`src/rtl/direction_input.sv`:
```
`timescale 1ns/1ps
// direction_input
//
// Turns four raw push-buttons into the one-hot direction command for the
// 2048 game core. Each button is synchronized, debounced, and a debounced
// 0->1 edge becomes one command. The command is held until the core leaves
// IDLE (acknowledge), then kept for HOLD_CYCLES more cycles. If no
// acknowledge arrives within TIMEOUT_CYCLES, the command is abandoned.
//
// Ports:
//   clk                  system clock
//   rst                  synchronous, active-high reset
//   btn_up/down/left/right  raw asynchronous buttons, active-high
//   game_state[1:0]      core state, 01 = playing/idle (used as acknowledge)
//   direction[3:0]       one-hot command: 0001 up, 0010 down, 0100 left, 1000 right
//   busy                 high whenever the FSM is not ARMED
//   press_dropped        one-cycle pulse when a press is discarded
//
// state          | meaning
// ---------------+-----------------------------------------------------------
// S_WAIT_RELEASE | no command; wait until all debounced buttons are low
// S_ARMED        | ready; the next debounced press is encoded
// S_ISSUE        | command driven, waiting for the core to leave IDLE
// S_HOLD         | acknowledged; command kept for HOLD_CYCLES more cycles

module direction_input #(
  parameter int DEBOUNCE_CYCLES = 500000,
  parameter int HOLD_CYCLES     = 2,
  parameter int TIMEOUT_CYCLES  = 1024
) (
  input  logic       clk,
  input  logic       rst,
  input  logic       btn_up,
  input  logic       btn_down,
  input  logic       btn_left,
  input  logic       btn_right,
  input  logic [1:0] game_state,
  output logic [3:0] direction,
  output logic       busy,
  output logic       press_dropped
);

  localparam int DB_W   = $clog2(DEBOUNCE_CYCLES + 1);
  localparam int HOLD_W = $clog2(HOLD_CYCLES + 1);
  localparam int TMO_W  = $clog2(TIMEOUT_CYCLES + 1);

  localparam logic [DB_W-1:0]   DB_LIMIT  = DB_W'(DEBOUNCE_CYCLES);
  localparam logic [HOLD_W-1:0] HOLD_LOAD = HOLD_W'(HOLD_CYCLES);
  localparam logic [TMO_W-1:0]  TMO_LOAD  = TMO_W'(TIMEOUT_CYCLES - 1);
  localparam logic [1:0]        GS_IDLE   = 2'b01;

  typedef enum logic [1:0] {
    S_WAIT_RELEASE,
    S_ARMED,
    S_ISSUE,
    S_HOLD
  } state_t;

  // Bit order matches the one-hot command encoding.
  logic [3:0] btn_raw;
  assign btn_raw = {btn_right, btn_left, btn_down, btn_up};

  logic [3:0]            sync1_q, sync2_q;
  logic [3:0]            db_q, db_d, db_prev_q;
  logic [3:0][DB_W-1:0]  cnt_q, cnt_d;
  logic [3:0]            rise;
  logic [3:0]            press_code;

  state_t              state_q, state_d;
  logic [3:0]          dir_q, dir_d;
  logic                drop_q, drop_d;
  logic [HOLD_W-1:0]   hold_q, hold_d;
  logic [TMO_W-1:0]    tmo_q, tmo_d;

  // Debounce: the level toggles on the DEBOUNCE_CYCLES-th consecutive
  // sample that disagrees with it; any agreeing sample restarts the count.
  always_comb begin
    db_d  = db_q;
    cnt_d = '0;
    for (int i = 0; i < 4; i++) begin
      if (sync2_q[i] != db_q[i]) begin
        if (cnt_q[i] + DB_W'(1) == DB_LIMIT) begin
          db_d[i] = ~db_q[i];
        end else begin
          cnt_d[i] = cnt_q[i] + DB_W'(1);
        end
      end
    end
  end

  assign rise = db_q & ~db_prev_q;

  // Simultaneous presses resolve up > down > left > right.
  always_comb begin
    press_code = 4'b0000;
    if (rise[0])      press_code = 4'b0001;
    else if (rise[1]) press_code = 4'b0010;
    else if (rise[2]) press_code = 4'b0100;
    else if (rise[3]) press_code = 4'b1000;
  end

  always_comb begin
    state_d = state_q;
    dir_d   = dir_q;
    drop_d  = 1'b0;
    hold_d  = hold_q;
    tmo_d   = tmo_q;
    case (state_q)
      S_WAIT_RELEASE: begin
        dir_d = 4'b0000;
        if (db_q == 4'b0000) state_d = S_ARMED;
      end
      S_ARMED: begin
        dir_d = 4'b0000;
        if (|rise) begin
          if (game_state == GS_IDLE) begin
            dir_d   = press_code;
            tmo_d   = TMO_LOAD;
            state_d = S_ISSUE;
          end else begin
            drop_d  = 1'b1;
            state_d = S_WAIT_RELEASE;
          end
        end
      end
      S_ISSUE: begin
        // Acknowledge wins over a timeout landing on the same cycle.
        if (game_state != GS_IDLE) begin
          hold_d  = HOLD_LOAD;
          state_d = S_HOLD;
        end else if (tmo_q == '0) begin
          dir_d   = 4'b0000;
          drop_d  = 1'b1;
          state_d = S_WAIT_RELEASE;
        end else begin
          tmo_d = tmo_q - TMO_W'(1);
        end
      end
      S_HOLD: begin
        if (hold_q == '0) begin
          dir_d   = 4'b0000;
          state_d = S_WAIT_RELEASE;
        end else begin
          hold_d = hold_q - HOLD_W'(1);
        end
      end
      default: begin
        dir_d   = 4'b0000;
        state_d = S_WAIT_RELEASE;
      end
    endcase
  end

  always_ff @(posedge clk) begin
    if (rst) begin
      sync1_q   <= '0;
      sync2_q   <= '0;
      db_q      <= '0;
      db_prev_q <= '0;
      cnt_q     <= '0;
      state_q   <= S_WAIT_RELEASE;
      dir_q     <= '0;
      drop_q    <= 1'b0;
      hold_q    <= '0;
      tmo_q     <= '0;
    end else begin
      sync1_q   <= btn_raw;
      sync2_q   <= sync1_q;
      db_q      <= db_d;
      db_prev_q <= db_q;
      cnt_q     <= cnt_d;
      state_q   <= state_d;
      dir_q     <= dir_d;
      drop_q    <= drop_d;
      hold_q    <= hold_d;
      tmo_q     <= tmo_d;
    end
  end

  assign direction     = dir_q;
  assign press_dropped = drop_q;
  assign busy          = (state_q != S_ARMED);

endmodule

```
`config.mk`:
```
export PLATFORM = sky130hd
export DESIGN_NAME = direction_input
export DESIGN_NICKNAME = d
export VERILOG_FILES = /design/src/rtl/direction_input.sv
export SDC_FILE = /design/constraint.sdc
export NUM_CORES = 1
export LEC_CHECK = 0
export ABC_CLOCK_PERIOD_IN_PS = 4140
export BUFFER_PORTS_ARGS = -buffer_cell sky130_fd_sc_hd__buf_2
export CORE_UTILIZATION = 50
export DETAILED_ROUTE_END_ITERATION = 10
export PLACE_DENSITY = 0.66
export SYNTH_ARGS = -nofsm -noshare
export SYNTH_HDL_FRONTEND = slang
export SYNTH_SLANG_ARGS = --single-unit
```
`constraint.sdc`:
```
create_clock -name clk -period 4.14 [get_ports clk]
set_input_delay 0.621 -clock clk [delete_from_list [all_inputs] [get_ports clk]]
set_output_delay 0.621 -clock clk [all_outputs]
set_load 0.05 [all_outputs]
```
==> flow_metrics.tcl <==
set metrics [dict create \
    timing.fmax_mhz 322 \
    cp.arrival_ns 3.35 \
    rsz0062_at_grt "false" \
    dieArea_sq_um 12400 \
    crit_family "simple AND/OR/NAND/NOR gates" \
    post-cts-setup-buffer-count 0 \
    multi_input_area_sq_um 3530 \
    hold_path_class "reg2reg" \
    critPathBufInv 0 \
    track_usage 0.197 \
    nFillCells 1031 \
    criticalPathCategory "reg2reg" \
    finalSetupTns_ns 0 \
    seq_area_frac_synth 0.374 \
    yosys.area.top_type "dfxtp_1" \
    cts_tree "yes" \
    cts.sinks 112 \
    cts_resized 0 \
    ys_warn_count 0 \
    crit_required_ns 4.39 \
    finClkSkew_ns 0.00696 \
    syn-cell-area_sq_um 5990 \
    synth-main-ff-cell "dfxtp_1" \
    port_buffers 13 \
    r2r_start "cnt_q[19]" \
    antenna_left 0 \
    vias_per_cell 5.83 \
    syn_avg_cell_area_sq_um 8.57 \
    hold_buffers 0 \
    antenna_found_initial 0 \
    post-route-period-util 0.750 \
    nets 715 \
    timing.critical_path.from "cnt_q[19]" \
    relSlewSlack 0.565 \
    peakVddDrop_uv 413 \
    totalWireLength_um 11800 \
    clock_latency_ns 0.35 \
    cap_violations 0 \
    die_w_um 111 \
    path_cells "ha_1, nand3_1, nor4_1, nor4bb_1, nor3_1, nor4_4, mux2_2" \
    clock-root-buffer "clkbuf_16" \
    end_kind "flop" \
    worst_pin_slew_ns 0.651 \
    num_vias 4906 \
    yosys-top-cells-count "112 x dfxtp_1, 62 x nor2_1, 57 x nor3_1" \
    clockBufferDepth 2 \
    slew_viol_final 0 \
    synth_most_common_cell "dfxtp_1" \
    cts_buffers 9 \
    outcome "finished clean" \
    synth_edf_count 0 \
    synthCells 699 \
    synth_top_area_frac 0.374 \
    die_height_um 111 \
    period_needed_ns 3.11 \
    placed_cell_area_sq_um 6110 \
    synth_nets 720 \
    gr-total-overflow 0 \
    cp_slowest_cell "nor4_1" \
    yosys-top-cells-area "dfxtp_1 37%, xnor2_1 4.8%, nor3_1 4.8%" \
    clk_pin_slew_ns 0.08 \
    final_cell_area_sq_um 6410 \
    start_util 0.518 \
    rows 39 \
    crit_fanout 9 \
    drtIter0Drc 266 \
    start_kind "flop" \
    pin_count 14 \
    final-hold-violation-count 0 \
    async_flop_share 0 \
    synth_cell_types 74 \
    core_sq_um 11600 \
    setup_violations 0 \
    syn2layout_area_growth_pct 7.02 \
    grt_max_degree 36 \
    drive_gt1_frac 0.0801 \
    wl_per_cell_um 14.0 \
    final-seq-area_sq_um 2240 \
    h-tree-depth 3 \
    gp_congestion 0.809 \
    post-route-drc-count 0 \
    hpwlAfterDp_um 8280 \
    min_from "sync1_q[1]" \
    dr.pass1.iters 5 \
    critPathMaxStageDelay_ns 0.56 \
    leakage_nw 2.14 \
    grt_pass1_vias 4623 \
    grt_pass1_wl_um 20400 \
    yosys_register_bits 112 \
    power_per_cell_area_nw_per_um2 376 \
    antenna_cells 0 \
]
==> state kept, by name, indices dropped and copies added (netlist names) <==
| signal | flops |
|---|---|
| db_q | 4 |
| tmo_q | 11 |
| sync2_q | 4 |
| db_prev_q | 4 |
| press_dropped | 1 |
| hold_q | 2 |
| cnt_q | 76 |
| sync1_q | 4 |
| direction | 4 |
| state_q | 2 |
==> area by class of cell <==
type | count | area share
clock buffer | 11 | 0.0394
inverter | 20 | 0.0117
clock inverter | 5 | 0.00780
sequential | 112 | 0.350
multi-input combinational | 535 | 0.550
tap | 143 | 0.0279
timing repair buffer | 16 | 0.0137
==> placed cells by master, fill, tap and decap left out, drive strengths merged, types with 4 or more instances in the layout <==
cell	instances
and2	5
nor3b	9
buf	16
a311oi	8
and3b	4
nor4	16
a31oi	5
nor3	58
o21ai	21
xnor2	33
and3	12
dfxtp	112
nand4	25
nor2b	23
ha	13
or4	5
clkbuf	11
nand2	49
or3	11
a211o	4
nand3b	4
and4	8
a21oi	22
nor2	62
a211oi	10
inv	22
nand3	26
xor2	32
mux2	8
nand2b	8
o31ai	4
==> power by group <==
| group | leakage, nW | switching [mW] | internal (mW) |
|---|---|---|---|
| logic | 1.08 | 0.238 | 0.151 |
| clock network | 0.151 | 0.416 | 0.453 |
| registers | 0.905 | 0.0410 | 1.11 |
| total | 2.14 | 0.695 | 1.72 |
==> final timing paths <==
| path | to | slack [ns] | depth (start not counted) |
|---|---|---|---|
| worst max-delay path | db_q[1] | 1.03 | 7 |
| worst min-delay path | sync2_q[1] | 0.45 | 1 |
| worst max register to register | db_q[1] | 1.03 | 7 |
| worst min register to register | sync2_q[1] | 0.45 | 1 |
==> kinds of logic (layout without fill, tap and decap cells) <==
logic type / after synthesis / count (layout) / share of synthesized area
fa+ha+maj: 13 / 13 / 0.0271
buf+inv: 52 / 52 / 0.0374
simple gates: 341 / 341 / 0.322
mux: 10 / 10 / 0.0184
xor+xnor: 65 / 65 / 0.0950
compound gates: 106 / 106 / 0.126
flops: 112 / 112 / 0.374
==> layer usage <==
metal  vias to the layer above  global-route usage  wire length, um
met5                         -                   0                0
met4                         0              0.0622              133
met3                         9              0.0468              289
met2                        46               0.341             5580
met1                      2319               0.242             5750
li1                       2532                   -                -
==> worst reg2reg max path: stages (launching register included) <==
cell	delay, ns
dfxtp_1	0.48
ha_1	0.36
nand3_1	0.19
nor4_1	0.56
nor4bb_1	0.35
nor3_1	0.13
nor4_4	0.55
mux2_2	0.39
==> through the flow <==
step	hold WS, ns	std cells	setup WS (ns)	util	power, mW
6_report	0.451	842	1.03	0.554	2.41
3_5_place_dp	0.435	826	1.05	0.528	1.57
3_3_place_gp	0.423	826	1.12	0.528	1.55
2_1_floorplan	0.414	699	1.45	-	1.50
4_1_cts	0.453	842	1.04	0.554	2.44
5_1_grt	0.466	842	0.776	0.554	2.53
(Power assumes the default switching activity.)
